==> src/rtl/barret_reduce_pipe_if.sv <==
// Operand/result handshake bundle for barret_reduce_pipe.
// slave is the reducer side, master is the producer/consumer side.
interface barret_reduce_pipe_if #(
    parameter int DW   = 14,
    parameter int QW   = 7,
    parameter int TAGW = 4,
    parameter int CNTW = 16
);
    logic            din_valid;
    logic            din_ready;
    logic [DW-1:0]   din_a;
    logic [TAGW-1:0] din_tag;
    logic            dout_valid;
    logic            dout_ready;
    logic [QW-1:0]   dout_r;
    logic [TAGW-1:0] dout_tag;
    logic [CNTW-1:0] res_cnt;

    modport master (
        output din_valid, din_a, din_tag, dout_ready,
        input  din_ready, dout_valid, dout_r, dout_tag, res_cnt
    );

    modport slave (
        input  din_valid, din_a, din_tag, dout_ready,
        output din_ready, dout_valid, dout_r, dout_tag, res_cnt
    );
endinterface

==> src/rtl/barret_reduce_pipe.sv <==
// Three-stage Barrett reducer: dout_r = din_a mod Q with valid/ready flow control,
// a sideband tag carried alongside each operand and a count of delivered results.
module barret_reduce_pipe #(
    parameter int Q    = 103,
    parameter int QW   = 7,
    parameter int DW   = 2*QW,
    parameter int MU   = (2**DW)/Q,
    parameter int TAGW = 4,
    parameter int CNTW = 16
) (
    input logic               clk,
    input logic               rst_n,
    barret_reduce_pipe_if.slave bus
);
    localparam int MUL_W = 2*DW;
    localparam int R0W   = QW+2;
    localparam logic [R0W-1:0] Q_R  = R0W'(Q);
    localparam logic [R0W-1:0] Q2_R = R0W'(2*Q);

    logic            rdy_q;
    logic            adv;
    logic            in_fire;
    logic            out_fire;

    logic            v1_q;
    logic [DW-1:0]   a1_q;
    logic [TAGW-1:0] tag1_q;
    logic [MUL_W-1:0] p_d, p1_q;

    logic            v2_q;
    logic [R0W-1:0]  r0_d, r0_q;
    logic [TAGW-1:0] tag2_q;

    logic            dout_valid_q;
    logic [QW-1:0]   r_d, dout_r_q;
    logic [TAGW-1:0] dout_tag_q;
    logic [CNTW-1:0] cnt_q;

    // rdy_q keeps din_ready low during reset and until the first edge after release.
    assign adv      = !dout_valid_q || bus.dout_ready;
    assign in_fire  = bus.din_valid && rdy_q && adv;
    assign out_fire = dout_valid_q && bus.dout_ready;

    assign p_d  = MUL_W'(bus.din_a) * MUL_W'(MU);
    // The true remainder estimate is below 3Q, so truncating the wide difference is exact.
    assign r0_d = R0W'(MUL_W'(a1_q) - (p1_q >> DW) * MUL_W'(Q));

    always_comb begin
        r_d = QW'(r0_q);
        if (r0_q >= Q2_R) begin
            r_d = QW'(r0_q - Q2_R);
        end else if (r0_q >= Q_R) begin
            r_d = QW'(r0_q - Q_R);
        end
    end

    always_ff @(posedge clk or negedge rst_n) begin
        if (!rst_n) begin
            rdy_q  <= 1'b0;
            v1_q   <= 1'b0;
            a1_q   <= '0;
            tag1_q <= '0;
            p1_q   <= '0;
            v2_q   <= 1'b0;
            r0_q   <= '0;
            tag2_q <= '0;
        end else begin
            rdy_q <= 1'b1;
            if (adv) begin
                v1_q <= in_fire;
                if (in_fire) begin
                    a1_q   <= bus.din_a;
                    tag1_q <= bus.din_tag;
                    p1_q   <= p_d;
                end
                v2_q <= v1_q;
                if (v1_q) begin
                    r0_q   <= r0_d;
                    tag2_q <= tag1_q;
                end
            end
        end
    end

    // Output registers keep their last value across bubbles and stalls.
    always_ff @(posedge clk or negedge rst_n) begin
        if (!rst_n) begin
            dout_valid_q <= 1'b0;
            dout_r_q     <= '0;
            dout_tag_q   <= '0;
            cnt_q        <= '0;
        end else begin
            if (adv) begin
                dout_valid_q <= v2_q;
                if (v2_q) begin
                    dout_r_q   <= r_d;
                    dout_tag_q <= tag2_q;
                end
            end
            if (out_fire) begin
                cnt_q <= cnt_q + CNTW'(1);
            end
        end
    end

    assign bus.din_ready  = rdy_q && adv;
    assign bus.dout_valid = dout_valid_q;
    assign bus.dout_r     = dout_r_q;
    assign bus.dout_tag   = dout_tag_q;
    assign bus.res_cnt    = cnt_q;
endmodule

==> src/flat_wrapper.sv <==
// flat-port wrapper written by rule: the top's interface ports become plain ports
module barret_reduce_pipe_flat 
#(
    parameter int Q    = 103,
    parameter int QW   = 7,
    parameter int DW   = 2*QW,
    parameter int MU   = (2**DW)/Q,
    parameter int TAGW = 4,
    parameter int CNTW = 16
)
  (clk, rst_n, bus_din_valid, bus_din_a, bus_din_tag, bus_dout_ready, bus_din_ready, bus_dout_valid, bus_dout_r, bus_dout_tag, bus_res_cnt);
  barret_reduce_pipe_if #(.DW(DW), .QW(QW), .TAGW(TAGW), .CNTW(CNTW)) bus_i ();
  input logic clk;
  input logic rst_n;
  input wire logic [$bits(bus_i.din_valid)-1:0] bus_din_valid;
  input wire logic [$bits(bus_i.din_a)-1:0] bus_din_a;
  input wire logic [$bits(bus_i.din_tag)-1:0] bus_din_tag;
  input wire logic [$bits(bus_i.dout_ready)-1:0] bus_dout_ready;
  output wire logic [$bits(bus_i.din_ready)-1:0] bus_din_ready;
  output wire logic [$bits(bus_i.dout_valid)-1:0] bus_dout_valid;
  output wire logic [$bits(bus_i.dout_r)-1:0] bus_dout_r;
  output wire logic [$bits(bus_i.dout_tag)-1:0] bus_dout_tag;
  output wire logic [$bits(bus_i.res_cnt)-1:0] bus_res_cnt;
  assign bus_i.din_valid = bus_din_valid;
  assign bus_i.din_a = bus_din_a;
  assign bus_i.din_tag = bus_din_tag;
  assign bus_i.dout_ready = bus_dout_ready;
  assign bus_din_ready = bus_i.din_ready;
  assign bus_dout_valid = bus_i.dout_valid;
  assign bus_dout_r = bus_i.dout_r;
  assign bus_dout_tag = bus_i.dout_tag;
  assign bus_res_cnt = bus_i.res_cnt;
  barret_reduce_pipe #(.Q(Q), .QW(QW), .DW(DW), .MU(MU), .TAGW(TAGW), .CNTW(CNTW)) u_core (.clk(clk), .rst_n(rst_n), .bus(bus_i));
endmodule
==> config.mk <==
export PLATFORM = sky130hd
export DESIGN_NAME = barret_reduce_pipe_flat
export DESIGN_NICKNAME = d
export VERILOG_FILES = /design/src/rtl/barret_reduce_pipe_if.sv /design/src/rtl/barret_reduce_pipe.sv /design/src/flat_wrapper.sv
export SDC_FILE = /design/constraint.sdc
export NUM_CORES = 1
export LEC_CHECK = 0
export ABC_AREA = 1
export CORE_MARGIN = 1
export CORE_UTILIZATION = 60
export DETAILED_ROUTE_END_ITERATION = 7
export GPL_ROUTABILITY_DRIVEN = 0
export PLACE_DENSITY = 0.89
export SYNTH_ARGS = -nofsm -noshare
export SYNTH_HDL_FRONTEND = slang
export SYNTH_SLANG_ARGS = --single-unit
==> constraint.sdc <==
create_clock -name clk -period 3.8 [get_ports clk]
set_clock_uncertainty 0.15 [all_clocks]
set_input_delay 0.38 -clock clk [delete_from_list [all_inputs] [get_ports clk]]
set_output_delay 0.38 -clock clk [all_outputs]
set_load 0.03 [all_outputs]
==> impl_metrics.py, run 1 <==
metrics = {
    "place": {
        "hpwl_um": 10800,
        "placed_cell_area_um2": 7330,
        "io_buffers": 50,
    },
    "floorplan": {
        "rows": 37,
        "die_height_um": 105,
        "pin_count": 51,
        "initial_core_util": 0.621,
        "coreArea_um2": 10300,
        "die-area_um2": 11100,
        "die_w_um": 105,
    },
    "detailed_routing": {
        "drt-initial-drc-count": 188,
        "drtPass1Iterations": 5,
        "vias": 5279,
        "ant_nets": 0,
        "vias_per_cell": 5.16,
        "wire_per_inst_um": 13.4,
        "drc": 0,
        "postRouteWirelength_um": 13800,
    },
    "sta": {
        "setup_violations": 0,
        "hold_viol_final": 0,
        "fmax_mhz": 269,
        "period_needed_ns": 3.72,
        "fin_crit_sh": 0.978,
        "slew_violations": 0,
        "slew_headroom": 0.285,
        "tightest_slew_ns": 1.07,
        "rsz0062_at_grt": "true",
    },
    "global_routing": {
        "grt_pass1_wl_um": 23000,
        "grt_pass1_vias": 5491,
        "grt_use_total": 0.259,
        "grt_max_degree": 50,
        "grt_antenna_before_repair": 0,
        "grt-ovfl-total": 0,
    },
    "clocking": {
        "clk_pin_slew_worst_paths_ns": 0.08,
        "htreeDepth": 3,
        "cts_made_buffers": 9,
        "cts_tree": "yes",
        "clock_sinks": 65,
        "clock_latency_ns": 0.35,
        "cts_max_path_buffers": 2,
        "cts_root_buf": "clkbuf_8",
    },
    "synth": {
        "syn_inst": 789,
        "avgSynthCellArea_um2": 8.13,
        "synth_edf_count": 0,
        "synth_seq_cells": 65,
        "synth_top_area_cell": "dfrtp_1",
        "synth_top_area_share": 0.254,
        "synth_ff_type": "dfrtp_1",
        "synth_cell_types": 37,
        "ys_async_sr_fraction": 1.00,
        "synth_area_um2": 6410,
        "synth_warnings": 0,
        "yosysMostFrequentCell": "nand2_1",
        "synth_fp_nets": 941,
        "synthTopCellsByArea": "dfrtp_1, fa_1, ha_1, nand2_1, inv_1",
        "ys_top_cells_by_count": "nand2_1, inv_1, ha_1",
        "ys_seq_area_frac": 0.254,
    },
    "final_layout": {
        "areaGrowthSynthToFinish_pct": 18.7,
        "stdcell_area_um2": 7610,
        "nets": 1035,
        "drive_gt1_frac": 0.115,
        "diodes": 0,
    },
    "flow_run": {
        "cap_violations": 0,
    },
    "run_status": {
        "outcome": "finished, final reports clean",
    },
    "worst_setup_path": {
        "cp_max_fo": 4,
        "path_class": "in -> reg",
        "end_kind": "flop",
        "rrSetupSlack_ns": 0.14,
        "crit_arrival_ns": 3.81,
        "required_ns": 3.89,
        "critPathLaunchType": "primary input",
    },
    "worst_hold_path": {
        "hold_path.class": "in -> async",
    },
}
## stage by stage
stage | setup TNS, ns | setup WS [ns] | std cells | utilization | hold WS (ns)
final | 0 | 0.0849 | 1024 | 0.737 | 0.0804
after floorplan | 0 | 0.184 | 789 | - | -0.0656
after detailed placement | -4.48 | -0.615 | 1005 | 0.710 | 0.309
after CTS | 0 | 0.0206 | 1021 | 0.730 | 0.100
after global placement | -3.59 | -0.488 | 1005 | 0.710 | 0.301
after global routing | -0.0862 | -0.0851 | 1024 | 0.737 | 0.161
## cells in the final DEF, fill, tap and decap left out, types with 23 or more instances in the layout
cell type / count
nor2_1: 26
fa_1: 60
inv_1: 171
clkdlybuf4s50_1: 35
buf_4: 43
nand3_1: 26
nand2_1: 212
dfrtp_1: 65
xor2_1: 23
ha_1: 65
o21ai_0: 24
a21oi_1: 24
## worst max-delay path, cell delays in order
cell and delay, ns:
clkdlybuf4s15_1 0.28, fa_1 0.45, ha_1 0.32, fa_1 0.54, inv_1 0.06, fa_1 0.53
inv_1 0.04, ha_1 0.34, nand2_1 0.14, nor2_2 0.07, buf_4 0.14, a21oi_2 0.15
nand2_2 0.09, nand2_2 0.07, nand3_1 0.07, nand3_1 0.09, nand2_1 0.05
## area by class of cell
class                      instances  area [µm²]
fill                             711        2710
sequential                        65        1630
clock buffer                       9         124
inverter                         175         657
multi-input combinational        539        4170
clock inverter                     7        78.8
tap                              136         170
timing repair buffer              93         783
## flip-flops by register name, summed over array words and instances (netlist names)
name and cells:
u_core.a1_q 9, u_core.rdy_q 1, u_core.bus.res_cnt 16, u_core.r0_q 9, u_core.v1_q 1, u_core.tag2_q 4
u_core.v2_q 1, u_core.tag1_q 4, u_core.bus.dout_r 7, u_core.bus.dout_valid 1, u_core.p1_q 8, u_core.bus.dout_tag 4
## worst paths after layout
path                                         from                      to  depth (start not counted)
hold / removal                              rst_n    u_core.bus.dout_r[2]                          1
min in group clk           u_core.bus.dout_tag[2]  u_core.bus.dout_tag[2]                          2
setup reg to reg                  u_core.p1_q[15]          u_core.r0_q[8]                         14
setup / recovery                    bus_din_a[12]         u_core.p1_q[19]                         17
max in group asynchronous                   rst_n            u_core.rdy_q                          2
hold reg to reg            u_core.bus.dout_tag[2]  u_core.bus.dout_tag[2]                          2
## what timing repair did
| action | CTS | global route |
|---|---|---|
| pin swaps | 1 | 8 |
| buffers inserted | 0 | 3 |
| setup endpoints to repair | 8 | 9 |
| hold buffers | 0 | 0 |
| gates resized for setup | 14 | 35 |
## metal layers
metal	part of all wire	track usage	wire [µm]
met1	0.39	0.269	5320
met2	0.56	0.511	7680
met3	0.027	0.0291	378
met4	0.028	0.124	381
met5	0	0	0
## cells by family after synthesis
family | Yosys count | share of synthesized area
AND/OR/NAND/NOR | 302 | 0.201
flip-flops | 65 | 0.254
XOR/XNOR | 38 | 0.0531
multiplexers | 1 | 0.00176
other | 1 | 0.000585
AO/OA/AOI/OAI | 67 | 0.0562
adder cells (fa/ha/maj) | 130 | 0.324
buffers and inverters | 185 | 0.110
Power of run 1 is left out: the tool's default activity adds up to more than one toggle a clock period on the data nets, which glitch-free logic cannot reach.
==> run 2, diff against run 1 <==
--- a/config.mk
+++ b/config.mk
@@ -5,7 +5,7 @@
 export SDC_FILE = /design/constraint.sdc
 export NUM_CORES = 1
 export LEC_CHECK = 0
-export ABC_AREA = 1
+export ABC_AREA = 0
 export CORE_MARGIN = 1
 export CORE_UTILIZATION = 60
 export DETAILED_ROUTE_END_ITERATION = 7
==> constraint.sdc (replaced) <==
create_clock -name clk -period 3.8 [get_ports clk]
set_clock_uncertainty 0.15 [all_clocks]
set_input_delay 0.38 -clock clk [delete_from_list [all_inputs] [get_ports clk]]
set_output_delay 0.38 -clock clk [all_outputs]
set_load 0.005 [all_outputs]
==> impl_metrics.py, run 2 <==
metrics = {
    "synth": {
        "ys_async_sr_fraction": 1.00,
        "synth_warnings": 0,
        "synthTopCellsByArea": "dfrtp_1, fa_1, ha_1, inv_1, xnor2_1",
        "ys_top_cells_by_count": "inv_1, ha_1, dfrtp_1",
        "ys_seq_area_frac": 0.275,
        "synth_top_area_share": 0.275,
        "synth_seq_cells": 65,
        "synth_area_um2": 5920,
        "yosysMostFrequentCell": "inv_1",
        "synth_fp_nets": 743,
        "synth_edf_count": 0,
        "synth_cell_types": 53,
        "avgSynthCellArea_um2": 10.0,
        "synth_top_area_cell": "dfrtp_1",
        "synth_ff_type": "dfrtp_1",
        "syn_inst": 591,
    },
    "clocking": {
        "cts_made_buffers": 9,
        "cts_tree": "yes",
        "cts_max_path_buffers": 2,
        "clock_sinks": 65,
        "htreeDepth": 3,
        "cts_root_buf": "clkbuf_8",
        "clk_pin_slew_worst_paths_ns": 0.08,
        "clock_latency_ns": 0.35,
    },
    "floorplan": {
        "initial_core_util": 0.629,
        "die_height_um": 101,
        "die_w_um": 101,
        "coreArea_um2": 9420,
        "rows": 35,
        "pin_count": 51,
        "die-area_um2": 10300,
    },
    "detailed_routing": {
        "drt-initial-drc-count": 151,
        "vias": 4481,
        "drc": 0,
        "ant_nets": 0,
        "postRouteWirelength_um": 13300,
        "vias_per_cell": 5.41,
        "wire_per_inst_um": 16.1,
        "drtPass1Iterations": 4,
    },
    "place": {
        "hpwl_um": 9860,
        "io_buffers": 50,
        "placed_cell_area_um2": 7000,
    },
    "worst_hold_path": {
        "hp-start": "bus_din_a[0]",
        "hold_path_depth": 3,
        "hold_end": "u_core.a1_q[0]",
        "hold_path.class": "in -> reg",
    },
    "worst_setup_path": {
        "end_kind": "flop",
        "crit_arrival_ns": 3.95,
        "worst_r2r_startpoint": "u_core.p1_q[15]",
        "rrSetupSlack_ns": 0.17,
        "required_ns": 3.89,
        "crit_start": "bus_din_a[9]",
        "path_class": "in -> reg",
        "rr_worst_depth": 12,
        "critPathLaunchType": "primary input",
        "cp_max_fo": 5,
        "rr_endpoint": "u_core.r0_q[7]",
    },
    "sta": {
        "fmax_mhz": 259,
        "slew_violations": 0,
        "hold_viol_final": 0,
        "slew_headroom": 0.503,
        "setup_violations": 2,
        "rsz0062_at_grt": "true",
        "fin_crit_sh": 1.02,
        "period_needed_ns": 3.86,
        "fin_ws_ns": -0.0618,
        "tightest_slew_ns": 0.744,
        "fin_hold_ws_ns": 0.334,
    },
    "final_layout": {
        "largest_reg_flops": 16,
        "diodes": 0,
        "areaGrowthSynthToFinish_pct": 26.0,
        "drive_gt1_frac": 0.220,
        "stdcell_area_um2": 7460,
        "layout_common_cells": "inv_1, dfrtp_1, ha_1",
        "fillCellCount": 550,
        "final_common_cell": "inv_1",
        "nets": 846,
        "utilization": 0.793,
    },
    "global_routing": {
        "grt-ovfl-total": 0,
        "grt_pass1_wl_um": 21500,
        "grt_use_total": 0.271,
        "grt_max_degree": 49,
        "grt_antenna_before_repair": 0,
        "grt_pass1_vias": 4884,
    },
    "run_status": {
        "violations": "setup timing",
        "outcome": "finished with violations",
    },
    "flow_run": {
        "cap_violations": 0,
    },
}
==> run 2: cell types whose count changed in the layout (fill, tap and decap cells not counted), sizes merged, moves of 6 or more <==
cell    before  now
a21oi       26   18
buf         44   60
inv        174  130
mux2         1   19
nand2      219   45
nand3       28   10
nand3b       6    0
nor2        36   18
xnor2       15   28
xor2        23   12
==> run 2: per-stage QoR <==
step	instances	setup slack [ns]	TNS [ns]
6_report	828	-0.0618	-0.0827
5_1_grt	828	-0.207	-0.518
4_1_cts	826	0.00361	0
3_5_place_dp	808	-0.905	-6.77
3_3_place_gp	808	-0.735	-5.57
2_1_floorplan	591	0.00127	0
==> run 2: what timing repair did <==
item | in CTS | in global routing
gates resized for setup | 69 | 47
hold endpoints to repair | 17 | 0
gates cloned | 0 | 0
endpoints found under the setup margin | 8 | 10
pin swaps | 11 | 20
buffers inserted | 1 | 2
hold buffers | 1 | 0
==> run 2: logic make-up (layout without fill, tap and decap cells) <==
logic type / Yosys count / in the layout / synth area share
muxes: 23 / 23 / 0.0435
xor gates and xnor gates: 40 / 40 / 0.0591
adders and majority gates: 130 / 130 / 0.351
other: 1 / 1 / 0.000633
DFF: 65 / 65 / 0.275
AOI/OAI and AO/OA: 83 / 83 / 0.0904
and+or+nand+nor: 112 / 112 / 0.0923
buffers and inverters: 137 / 245 / 0.0889
==> run 2: layout make-up <==
class                           instances  area, µm²  share of cell area
Multi-Input combinational cell        389       4110               0.551
Tap cell                              129        161              0.0216
Sequential cell                        65       1630               0.218
Clock buffer                            9        124              0.0166
Inverter                              128        480              0.0644
Timing Repair Buffer                  101        860               0.115
Clock inverter                          7        103              0.0137
==> run 2: worst max path at each step <==
stage / to / cells past startpoint
2_1_floorplan: u_core.p1_q[20] / 13
4_1_cts: u_core.p1_q[20] / 16
5_1_grt: u_core.p1_q[20] / 16
3_3_place_gp: u_core.p1_q[14] / 15
6_report: u_core.p1_q[20] / 14
3_5_place_dp: u_core.p1_q[16] / 14
==> run 2: per-layer routing <==
metal / global-route usage / vias up / routed length [µm]
li1: - / 2119 / -
met1: 0.305 / 2214 / 5190
met2: 0.507 / 102 / 7240
met3: 0.0324 / 46 / 361
met4: 0.132 / 0 / 500
met5: 0 / - / 0
==> run 2: critical path, stage by stage <==
cell,delay (ns)
clkbuf_4,0.15
fa_2,0.36
inv_2,0.07
fa_1,0.45
inv_2,0.08
fa_1,0.44
fa_1,0.54
ha_4,0.23
a21oi_4,0.14
o21ai_2,0.09
o21ai_4,0.22
a41oi_2,0.19
or3_1,0.43
a41o_1,0.20
Power of run 2 is left out for the same reason.
==> run 3, diff against run 2 <==
--- a/config.mk
+++ b/config.mk
@@ -7,10 +7,11 @@
 export LEC_CHECK = 0
 export ABC_AREA = 0
 export CORE_MARGIN = 1
-export CORE_UTILIZATION = 60
+export CORE_UTILIZATION = 47
 export DETAILED_ROUTE_END_ITERATION = 7
 export GPL_ROUTABILITY_DRIVEN = 0
-export PLACE_DENSITY = 0.89
+export HOLD_SLACK_MARGIN = 0.15
+export PLACE_DENSITY = 0.74
 export SYNTH_ARGS = -nofsm -noshare
 export SYNTH_HDL_FRONTEND = slang
 export SYNTH_SLANG_ARGS = --single-unit
==> impl_metrics.py, run 3 (synthesis gave the netlist of run 2 again) <==
metrics = {
    "run_status": {
        "outcome": "finished with violations",
        "violations": "setup timing",
    },
    "floorplan": {
        "initial_core_util": 0.487,
        "rows": 40,
        "die-area_um2": 13100,
        "die_w_um": 114,
        "die_height_um": 114,
        "pin_count": 51,
        "coreArea_um2": 12200,
    },
    "worst_setup_path": {
        "path_class": "in -> reg",
        "rr_endpoint": "u_core.r0_q[8]",
        "end_kind": "flop",
        "cp_max_fo": 5,
        "worst_r2r_startpoint": "u_core.p1_q[15]",
        "crit_end": "u_core.p1_q[20]",
        "crit_arrival_ns": 3.88,
        "critPathLaunchType": "primary input",
        "crit_start": "bus_din_a[7]",
        "rrSetupSlack_ns": 0.17,
        "required_ns": 3.86,
        "rr_worst_depth": 14,
    },
    "final_layout": {
        "diodes": 0,
        "nets": 846,
        "layout_common_cells": "inv_1, dfrtp_1, ha_1",
        "final_cells": 867,
        "drive_gt1_frac": 0.219,
        "largest_reg_flops": 16,
        "fillCellCount": 962,
        "areaGrowthSynthToFinish_pct": 27.6,
        "final_common_cell": "inv_1",
    },
    "worst_hold_path": {
        "hold_path.class": "reg -> reg",
        "hold_path_depth": 1,
    },
    "sta": {
        "period_needed_ns": 3.82,
        "setup_violations": 1,
        "hold_viol_final": 0,
        "rsz0062_at_grt": "true",
        "slew_headroom": 0.374,
        "fin_crit_sh": 1.01,
        "slew_violations": 0,
        "fmax_mhz": 262,
        "fin_ws_ns": -0.0237,
        "tightest_slew_ns": 0.938,
    },
    "detailed_routing": {
        "wire_per_inst_um": 13.4,
        "drt-initial-drc-count": 233,
        "vias_per_cell": 4.94,
        "postRouteWirelength_um": 11600,
        "drc": 0,
        "vias": 4283,
        "ant_nets": 0,
        "drtPass1Iterations": 4,
    },
    "global_routing": {
        "grt_pass1_wl_um": 20100,
        "grt-ovfl-total": 0,
        "grt_max_degree": 43,
        "grt_pass1_vias": 4436,
        "grt_use_total": 0.195,
        "grt_antenna_before_repair": 0,
    },
    "clocking": {
        "clock_latency_ns": 0.33,
        "clk_pin_slew_worst_paths_ns": 0.05,
        "htreeDepth": 3,
        "cts_max_path_buffers": 2,
        "cts_tree": "yes",
        "cts_root_buf": "clkbuf_16",
        "cts_made_buffers": 9,
        "clock_sinks": 65,
    },
    "place": {
        "io_buffers": 50,
        "dp_cells": 847,
        "hpwl_um": 9260,
    },
    "flow_run": {
        "cap_violations": 0,
    },
}
==> run 3: changes by cell type in the layout (fill, tap and decap cells not counted), sizes merged <==
cell / before / now
clkbuf: 13 / 16
buf: 60 / 62
clkinv: 3 / 1
inv: 130 / 128
bufinv: 2 / 1
==> run 3: metal layers <==
layer / global-route usage / vias to the layer above / wire [µm]
met5: 0 / - / 0
met4: 0.0433 / 0 / 112
met3: 0.0328 / 11 / 237
met2: 0.360 / 52 / 6190
met1: 0.237 / 2099 / 5030
li1: - / 2121 / -
==> run 3: worst max-delay path, stage by stage <==
cell and delay, ns:
buf_12 0.11, fa_1 0.58, ha_4 0.21, fa_1 0.55, inv_2 0.04, fa_1 0.54
inv_2 0.05, ha_4 0.26, a21oi_4 0.16, nand2_2 0.10, o21ai_4 0.17, a41oi_2 0.16
or3_1 0.37, a41o_1 0.19
==> run 3: layout make-up <==
class / count / area [µm²] / area share
Clock inverter: 2 / 35.0 / 0.00463
Inverter: 128 / 480 / 0.0635
Multi-Input combinational cell: 389 / 4070 / 0.538
Timing Repair Buffer: 101 / 866 / 0.114
Tap cell: 168 / 210 / 0.0278
Sequential cell: 65 / 1630 / 0.215
Clock buffer: 14 / 274 / 0.0362
==> run 3: timing repair <==
| action | in CTS | in global routing |
|---|---|---|
| hold endpoints to repair | 41 | 0 |
| buffers inserted | 0 | 3 |
| pin swaps | 9 | 25 |
| hold buffers | 1 | 0 |
| resized for setup | 70 | 47 |
| setup endpoints to repair | 8 | 9 |
==> run 3: worst min path at each step <==
stage,from,end
after floorplan,rst_n,u_core.a1_q[0]
after global routing,u_core.bus.res_cnt[15],u_core.bus.res_cnt[15]
final,u_core.bus.res_cnt[15],u_core.bus.res_cnt[15]
after global placement,u_core.bus.res_cnt[15],u_core.bus.res_cnt[15]
after detailed placement,u_core.bus.res_cnt[15],u_core.bus.res_cnt[15]
after CTS,u_core.bus.res_cnt[15],u_core.bus.res_cnt[15]
==> run 3: through the flow <==
stage | worst slack, ns | hold slack, ns | utilization | TNS (ns) | area, µm²
2_1_floorplan | 0.00127 | -0.0656 | - | 0 | 6030
3_3_place_gp | -0.765 | 0.307 | 0.579 | -5.50 | 7050
3_5_place_dp | -0.905 | 0.310 | 0.579 | -6.14 | 7050
4_1_cts | 0.0125 | 0.318 | 0.609 | 0 | 7410
5_1_grt | -0.117 | 0.323 | 0.622 | -0.255 | 7560
6_report | -0.0237 | 0.313 | 0.622 | -0.0237 | 7560
Power of run 3 is left out for the same reason.
